## src/rtl/cache_pkg.sv

```systemverilog
// Shared types, sizes and address helpers for the cache line mover.
package cache_pkg;

  localparam int unsigned WORDS_PER_LINE = 4;
  localparam int unsigned ADDR_W         = 32;
  localparam int unsigned DATA_W         = 32;
  localparam int unsigned WORD_IDX_W     = $clog2(WORDS_PER_LINE);
  localparam int unsigned BYTE_OFF_W     = $clog2(DATA_W / 8);
  localparam int unsigned OFFSET_W       = WORD_IDX_W + BYTE_OFF_W;

  typedef enum logic [1:0] {
    IDLE   = 2'd0,
    WB     = 2'd1,
    REFILL = 2'd2,
    DONE   = 2'd3
  } mover_state_t;

  localparam logic [ADDR_W-1:0] LINE_OFF_MASK = ADDR_W'((64'd1 << OFFSET_W) - 64'd1);

  // Clear the byte-offset-within-line bits to get the line base address.
  function automatic logic [ADDR_W-1:0] line_base(input logic [ADDR_W-1:0] addr);
    return addr & ~LINE_OFF_MASK;
  endfunction

  // Word index of an address within its cache line.
  function automatic logic [WORD_IDX_W-1:0] word_offset(input logic [ADDR_W-1:0] addr);
    return addr[OFFSET_W-1:BYTE_OFF_W];
  endfunction

endpackage

```

## src/rtl/line_word_ctr.sv

```systemverilog
// Word index / beat counter for one line burst: loadable start index,
// wrapping word index, and a beat count that flags the last beat
// independently of where the word index started.
module line_word_ctr
  import cache_pkg::*;
(
  input  logic                  clk,
  input  logic                  rst_n,
  input  logic                  i_load,
  input  logic [WORD_IDX_W-1:0] i_start,
  input  logic                  i_adv,
  output logic [WORD_IDX_W-1:0] o_word_idx,
  output logic                  o_last
);

  logic [WORD_IDX_W-1:0] r_idx;
  logic [WORD_IDX_W-1:0] r_beat;

  // Load restarts a burst; each accepted beat advances both counters.
  always_ff @(posedge clk or negedge rst_n) begin
    if (!rst_n) begin
      r_idx  <= '0;
      r_beat <= '0;
    end else if (i_load) begin
      r_idx  <= i_start;
      r_beat <= '0;
    end else if (i_adv) begin
      r_idx  <= r_idx + WORD_IDX_W'(1);
      r_beat <= r_beat + WORD_IDX_W'(1);
    end
  end

  assign o_word_idx = r_idx;
  assign o_last     = (r_beat == WORD_IDX_W'(WORDS_PER_LINE - 1));

endmodule

```

## src/rtl/cache_line_mover.sv

```systemverilog
// Cache line burst engine between the cache controller and main memory.
// Optional feature macro: CACHE_CRITICAL_WORD_FIRST_EN (refill starts at the
// missing word and wraps; writeback always starts at word 0).
module cache_line_mover
  import cache_pkg::*;
(
  input  logic                  clk,
  input  logic                  rst_n,
  input  logic                  req_writeback,
  input  logic                  req_load,
  input  logic [ADDR_W-1:0]     victim_addr,
  input  logic [ADDR_W-1:0]     line_addr,
  input  logic [DATA_W-1:0]     line_rdata,
  output logic [WORD_IDX_W-1:0] word_idx,
  output logic                  cache_we,
  output logic [DATA_W-1:0]     cache_wdata,
  output logic                  mem_req,
  output logic                  mem_we,
  output logic [ADDR_W-1:0]     mem_addr,
  output logic [DATA_W-1:0]     mem_wdata,
  input  logic                  mem_ack,
  input  logic [DATA_W-1:0]     mem_rdata,
  output logic                  busy,
  output logic                  done
);

  mover_state_t          r_state;
  mover_state_t          w_state_nxt;
  logic                  r_load_pend;
  logic [ADDR_W-1:0]     r_victim_addr;
  logic [ADDR_W-1:0]     r_line_addr;
  logic                  w_ctr_load;
  logic [WORD_IDX_W-1:0] w_ctr_start;
  logic                  w_ctr_adv;
  logic                  w_last;
  logic [WORD_IDX_W-1:0] w_crit_new;
  logic [WORD_IDX_W-1:0] w_crit_held;
  logic                  w_active;
  logic [ADDR_W-1:0]     w_base;

`ifdef CACHE_CRITICAL_WORD_FIRST_EN
  // Refill starts at the missing word: straight from IDLE, or after a writeback.
  assign w_crit_new  = word_offset(line_addr);
  assign w_crit_held = word_offset(r_line_addr);
`else
  assign w_crit_new  = '0;
  assign w_crit_held = '0;
`endif

  line_word_ctr u_ctr (
    .clk        (clk),
    .rst_n      (rst_n),
    .i_load     (w_ctr_load),
    .i_start    (w_ctr_start),
    .i_adv      (w_ctr_adv),
    .o_word_idx (word_idx),
    .o_last     (w_last)
  );

  // State register.
  always_ff @(posedge clk or negedge rst_n) begin
    if (!rst_n) r_state <= IDLE;
    else        r_state <= w_state_nxt;
  end

  // Request capture: addresses and the pending-refill flag are taken in IDLE only.
  always_ff @(posedge clk or negedge rst_n) begin
    if (!rst_n) begin
      r_load_pend   <= 1'b0;
      r_victim_addr <= '0;
      r_line_addr   <= '0;
    end else if (r_state == IDLE && req_writeback) begin
      r_load_pend   <= req_load;
      r_victim_addr <= victim_addr;
      r_line_addr   <= line_addr;
    end else if (r_state == IDLE && req_load) begin
      r_line_addr   <= line_addr;
    end else if (r_state == DONE) begin
      r_load_pend   <= 1'b0;
    end
  end

  // Next state and counter control; every ack moves one word.
  always_comb begin
    w_state_nxt = r_state;
    w_ctr_load  = 1'b0;
    w_ctr_start = '0;
    w_ctr_adv   = 1'b0;
    case (r_state)
      IDLE: begin
        if (req_writeback) begin
          w_state_nxt = WB;
          w_ctr_load  = 1'b1;
        end else if (req_load) begin
          w_state_nxt = REFILL;
          w_ctr_load  = 1'b1;
          w_ctr_start = w_crit_new;
        end
      end
      WB: begin
        if (mem_ack) begin
          w_ctr_adv = 1'b1;
          if (w_last) begin
            if (r_load_pend) begin
              w_state_nxt = REFILL;
              w_ctr_load  = 1'b1;
              w_ctr_start = w_crit_held;
            end else begin
              w_state_nxt = DONE;
            end
          end
        end
      end
      REFILL: begin
        if (mem_ack) begin
          w_ctr_adv = 1'b1;
          if (w_last) w_state_nxt = DONE;
        end
      end
      DONE:    w_state_nxt = IDLE;
      default: w_state_nxt = IDLE;
    endcase
  end

  // Memory-side and cache-side outputs, decoded from state and counter.
  assign w_active    = (r_state == WB) || (r_state == REFILL);
  assign w_base      = (r_state == WB) ? line_base(r_victim_addr) : line_base(r_line_addr);
  assign mem_req     = w_active;
  assign mem_we      = (r_state == WB);
  assign mem_addr    = w_active ? (w_base + (ADDR_W'(word_idx) << BYTE_OFF_W)) : '0;
  assign mem_wdata   = (r_state == WB) ? line_rdata : '0;
  assign cache_we    = (r_state == REFILL) && mem_ack;
  assign cache_wdata = mem_rdata;
  assign busy        = (r_state != IDLE);
  assign done        = (r_state == DONE);

endmodule

```

## config.mk

```make
export PLATFORM = sky130hd
export DESIGN_NAME = cache_line_mover
export DESIGN_NICKNAME = d
export VERILOG_FILES = /design/src/rtl/cache_pkg.sv /design/src/rtl/line_word_ctr.sv /design/src/rtl/cache_line_mover.sv
export SDC_FILE = /design/constraint.sdc
export NUM_CORES = 1
export LEC_CHECK = 0
export BUFFER_PORTS_ARGS = -buffer_cell sky130_fd_sc_hd__buf_2
export CAP_MARGIN = 0
export CELL_PAD_IN_SITES_DETAIL_PLACEMENT = 1
export CELL_PAD_IN_SITES_GLOBAL_PLACEMENT = 2
export CORE_MARGIN = 3
export CORE_UTILIZATION = 26
export CTS_CLUSTER_DIAMETER = 120
export DETAILED_ROUTE_END_ITERATION = 12
export PLACE_DENSITY = 0.95
export SYNTH_ARGS = -nofsm -noshare
export SYNTH_HDL_FRONTEND = slang
export SYNTH_SLANG_ARGS = --single-unit
```

## constraint.sdc

```tcl
create_clock -name clk -period 3.69 [get_ports clk]
set_input_delay 0 -clock clk [delete_from_list [all_inputs] [get_ports clk]]
set_output_delay 0 -clock clk [all_outputs]
set_load 0.01 [all_outputs]
```

==> flow_summary_export.csv, run 1 <==
group,metric,value,unit
clock_tree,insertion_delay,0.32,ns
sta,fin_tns_setup,0,ns
cells_and_area,n_antenna_cell,0,
sta,rsz0062_at_grt,"no",
sta,finalSetupViolCount,0,
clock_tree,cts_setup_buffers,0,
sta,hold_violations,0,
routing,ant_nets,0,
cells_and_area,final_layout_size_suffix_gt1_frac,0.481,
die,die_area,15200,um2
synth,yosys_warnings,0,
critical_path,arrival,2.47,ns
clock_tree,path_clk_slew,0.05,ns
sta,drv_slew,0,
clock_tree,numCtsBuffers,9,
critical_path,end_kind,"output pin",
routing,drc,0,
placement,place.gp.congestion,0.730,
grt,grt_overflow,0,
grt,grt_start_max_net_pins,44,
sta,clock.fmax,0.405,GHz
critical_path,critPathMaxFanout,43,
critical_path,critPathLaunchType,"register",
grt,antenna_found_initial,0,
run_status,status,"completed",
synth,yosys.cell_types.count,26,
synth,synthCells,300,
grt,grt_pass1_vias,3306,
clock_tree,cts_tree,"done",
sta,fin_crit_sh,0.670,
critical_path,regToRegSetupSlack,1.44,ns
sta,final.setup_skew,0.00465,ns
routing,dr.pass1.iters,4,
clock_tree,cts_buffer_depth,2,
die,core,13300,um2
die,fp.dieW,123,um
pwr,p_leak,2.55,nW
pwr,finalPower,4.24,mW
cells_and_area,nNetsFinal,622,
critical_path,crit_slowest_cell,"ha_2",
cells_and_area,final_cell_mix,"buf_2 (161), dfrtp_1 (63), dlygate4sd3_1 (60), mux2_2 (37), and2_1 (35)",
critical_path,path_cells,"inv_1, ha_2, buf_4, mux2i_1, nor2b_1, buf_2",
sta,fin_ws,1.22,ns
critical_path,cp.required,3.69,ns
min_path,worstHoldPathType,"input pin to output pin",
synth,synth_seq_cells,63,
synth,synth_area,3570,um2
clock_tree,clock_sinks,63,
critical_path,critical_path_class,"register to output pin",
grt,track_usage,0.153,
grt,grt_pass1_wl,17.4,mm
clock_tree,root_buffer,"clkbuf_16",
synth,synth_top_area_share,0.442,
run,maxCapViolCount,0,
pwr,powerDensity,828,nW/um2
cells_and_area,final_common_cell,"buf_2",
critical_path,critical-path-max-stage-delay,0.63,ns
pwr,ir_worst_vdd,0.000430,V
die,start_util,0.267,
routing,post_drt_wl_per_cell,17.6,um
routing,vias,2891,
routing,vias_per_cell,4.35,
sta,relSlewSlack,0.147,
routing,routed_wl,11.7,mm
die,die_h,123,um
cells_and_area,areaGrowthSynthToFinish,43.4,%
placement,place_ws,1.40,ns
routing,drtIter0Drc,57,
die,io_pins,236,
synth,synth_area_leaders,"dfrtp_1 (44%), mux2_2 (12%), buf_4 (8.0%), mux2_4 (8.0%), mux2i_1 (7.9%)",
sta,tightest_slew,1.27,ns
synth,synth_seq_area_share,0.442,
sta,period_needed,2.47,ns
die,rows,42,
synth,yosysTopAreaCell,"dfrtp_1",
placement,portBuffers,161,
synth,syn_avg_cell_area,11.9,um2
clock_tree,htreeDepth,3,
placement,dp_hpwl,7.49,mm
sta,whs,0.00000389,ns
==> registers in the layout, indices dropped and copies added (netlist names) <==
signal and count:
u_ctr.r_beat 2, r_state 2, r_line_addr 28, u_ctr.o_word_idx 2, r_load_pend 1, r_victim_addr 28
==> synth_stat cells (all sizes together) <==
master and number:
dfrtp 63, mux2 56, buf 45, and2 35
mux2i 28, nor2b 28, clkbuf 6, a21oi 5
ha 5, inv 5, nor2 5, nand2 4
nand3 3, xor2 3, o21ai 2, a211oi 1
a2bb2oi 1, conb 1, nand4 1, o21a 1
o22a 1, o32ai 1
==> worst paths after layout <==
kind	from	to	cells after the start
max	r_state[1]	mem_addr[24]	6
min	mem_rdata[15]	cache_wdata[15]	0
max reg2reg	r_state[0]	u_ctr.r_beat[0]	5
min reg2reg	r_line_addr[25]	r_line_addr[25]	1
max in group asynchronous	rst_n	r_line_addr[8]	3
min in group asynchronous	rst_n	r_line_addr[14]	2
==> critical path, delay by kind of cell, from the launching register on <==
kind	cells	cell delay (ns)
adder cells (fa/ha/maj)	1	0.63
buffers and inverters	3	0.74
flip-flops	1	0.41
multiplexers	1	0.27
AND/OR/NAND/NOR	1	0.07
==> area by class of cell <==
| type | instances | area, um2 |
|---|---|---|
| flip-flops and latches | 63 | 1580 |
| multi-input cells | 182 | 1620 |
| repair buffers | 223 | 1420 |
| inverters | 5 | 18.8 |
| clock inverters | 4 | 22.5 |
| fillers | 1509 | 8230 |
| well taps | 176 | 220 |
| clock buffers | 12 | 236 |
==> cells by family after synthesis <==
group	Yosys count	share of synthesized area
compound gates	12	0.0224
xor+xnor	3	0.00737
fa+ha+maj	5	0.0175
buf+inv	56	0.108
flops	63	0.442
mux	84	0.275
other cells	1	0.00105
simple gates	76	0.126
==> through the flow <==
stage	std cells	utilization	area (um2)
after floorplan	301	-	3570
after global placement	589	0.319	4260
after detailed placement	589	0.319	4260
after CTS	665	0.383	5120
after global routing	665	0.383	5120
final	665	0.383	5120
==> report_power, final <==
group	switching [mW]	total [mW]	internal [mW]
combinational	1.10	2.24	1.14
clock	0.295	0.746	0.451
sequential	0.201	1.25	1.05
==> per-layer routing <==
layer	share of wire	global-route usage	up-vias	routed length, um
li1	-	-	1331	-
met1	0.36	0.158	1409	4250
met2	0.54	0.292	121	6360
met3	0.069	0.0393	30	803
met4	0.023	0.0637	0	272
met5	0	0	-	0
==> timing repair <==
item	4_1_cts	5_1_grt
hold buffers	60	0
endpoints found under the hold margin	92	0
setup endpoints to repair	0	0
resized for setup	0	0
Note: power is estimated with default switching activity, not from simulation.
==> run 2, diff against run 1 <==
Settings changed: CORE_UTILIZATION 26 to 24, PLACE_DENSITY 0.95 to 0.92.
Clock period 3.69 ns to 2.4 ns, I/O delays scaled along.
==> run 2 against run 1 <==
  * Clock power is 62% higher
  * Sequential share of layout area is 0.28 points lower
  * Die area is 7.9% higher
  * Register-to-register slack worse by 0.95 ns
  * Critical path type unchanged
  * Largest cell class unchanged
==> flow_summary_export.csv, run 2 (synthesized netlist as in run 1, its figures left out) <==
group,metric,value,unit
cells_and_area,final_layout_size_suffix_gt1_frac,0.489,
sta,fin_crit_sh,0.805,
critical_path,regToRegSetupSlack,0.49,ns
critical_path,crit_buf_inv,3,
clock_tree,cts_setup_buffers,0,
cells_and_area,areaGrowthSynthToFinish,44.7,%
run,maxCapViolCount,0,
grt,track_usage,0.160,
cells_and_area,largestRegisters,"r_line_addr (28), r_victim_addr (28)",
pwr,power.internal,4.15,mW
critical_path,rr_worst_depth,4,
pwr,ir_worst_vdd,0.000614,V
grt,grt_overflow,0,
routing,routed_wl,12.9,mm
clock_tree,path_clk_slew,0.05,ns
min_path,worstHoldPathType,"input pin to output pin",
sta,clock.fmax,0.518,GHz
sta,relSlewSlack,0.186,
critical_path,cp.depth,6,
critical_path,critical-path-max-stage-delay,0.41,ns
routing,vias,2922,
grt,grt_pass1_wl,19.5,mm
clock_tree,clock_sinks,63,
placement,dp_hpwl,8.90,mm
die,die_area,16400,um2
pwr,powerDensity,1300,nW/um2
cells_and_area,nNetsFinal,624,
routing,vias_per_cell,4.35,
grt,antenna_found_initial,0,
clock_tree,htreeDepth,3,
sta,period_needed,1.93,ns
sta,tightest_slew,1.22,ns
cells_and_area,n_antenna_cell,0,
critical_path,r2r-start,"r_state[0]",
cells_and_area,final_cell_mix,"buf_2 (161), dfrtp_1 (63), dlygate4sd3_1 (58), mux2_2 (37), and2_1 (35)",
critical_path,crit_slowest_cell,"dfrtp_1",
clock_tree,cts_tree,"done",
sta,drv_slew,0,
critical_path,critical_path_class,"register to output pin",
die,io_pins,236,
sta,final.setup_skew,0.00434,ns
routing,drc,0,
critical_path,cp_top_family,"buffers and inverters",
routing,dr.pass1.iters,4,
sta,rsz0062_at_grt,"no",
clock_tree,insertion_delay,0.33,ns
grt,grt_pass1_vias,3445,
pwr,combPwrFrac,0.530,
sta,fin_tns_setup,0,ns
pwr,p_seq_frac,0.289,
cells_and_area,final_common_cell,"buf_2",
placement,dp.cells,597,
grt,grt_start_max_net_pins,65,
die,start_util,0.251,
sta,hold_violations,0,
pwr,switchingPower,2.54,mW
min_path,hold_path_depth,0,
critical_path,critPathLaunchType,"register",
sta,whs,0.00000392,ns
run_status,status,"completed",
pwr,power_frac_clock,0.181,
placement,place.gp.congestion,0.845,
critical_path,r2r-end,"r_line_addr[9]",
die,core,14200,um2
routing,ant_nets,0,
critical_path,end_kind,"output pin",
pwr,swShare,0.379,
clock_tree,cts_buffer_depth,2,
die,die_h,128,um
die,fp.dieW,128,um
critical_path,path_cells,"inv_1, ha_2, buf_12, mux2i_1, nor2b_1, buf_2",
critical_path,cp.required,2.40,ns
sta,finalSetupViolCount,0,
pwr,p_leak,2.57,nW
critical_path,arrival,1.93,ns
die,rows,43,
critical_path,cp-startpoint,"r_state[1]",
placement,portBuffers,161,
critical_path,worstSetupEndpoint,"mem_addr[9]",
routing,drtIter0Drc,80,
clock_tree,numCtsBuffers,9,
critical_path,critPathMaxFanout,64,
clock_tree,root_buffer,"clkbuf_16",
cells_and_area,final_cells,671,
routing,post_drt_wl_per_cell,19.2,um
==> run 2: cell count changes in the layout (fill, tap and decap cells not counted) <==
cell and delta:
clkinv_2 -1, buf_12 +1, clkbuf_8 +2, clkbuf_1 -1, buf_4 +3, dlygate4sd3_1 -2
==> run 2: power by group through the flow <==
stage / clock [mW] / combinational, mW / sequential (mW)
finish: 1.21 / 3.55 / 1.93
CTS: 1.26 / 3.57 / 1.91
global route: 1.29 / 3.89 / 2.00
detailed placement: 0 / 3.47 / 1.93
floorplan: 0 / 2.38 / 1.83
global placement: 0 / 3.37 / 1.88
==> run 2: metrics by stage <==
stage | power, mW | utilization | area (um2) | setup WS, ns
2_1_floorplan | 4.21 | - | 3570 | 0.843
3_3_place_gp | 5.25 | 0.303 | 4300 | 0.581
3_5_place_dp | 5.40 | 0.303 | 4300 | 0.486
4_1_cts | 6.74 | 0.363 | 5160 | 0.446
5_1_grt | 7.19 | 0.363 | 5160 | 0.324
6_report | 6.69 | 0.363 | 5160 | 0.468
==> run 2: final cells by class <==
class | instances | area (um2)
sequential | 63 | 1580
clock buffer | 13 | 260
tap | 180 | 225
inverter | 5 | 18.8
clock inverter | 3 | 17.5
fill | 1578 | 9040
multi-input combinational | 182 | 1620
timing repair buffer | 225 | 1440
==> run 2: repair_timing <==
action	in CTS	in global routing
gates resized for setup	0	0
hold endpoints to repair	83	0
hold buffers	58	0
==> run 2: worst min-delay path by stage <==
stage               slack (ns)         endpoint           from
floorplan                -0.30  r_line_addr[10]          rst_n
finish                0.000004  cache_wdata[21]  mem_rdata[21]
CTS                    0.00007  cache_wdata[11]  mem_rdata[11]
detailed placement     0.00007  cache_wdata[11]  mem_rdata[11]
global route           0.00002  cache_wdata[15]  mem_rdata[15]
global placement       0.00007  cache_wdata[11]  mem_rdata[11]
==> run 2: per-layer routing <==
layer / up-vias / track usage / wire, um
met4: 0 / 0.0836 / 561
met3: 48 / 0.0513 / 960
met2: 133 / 0.311 / 7210
met5: - / 0 / 0
li1: 1337 / - / -
met1: 1404 / 0.144 / 4140
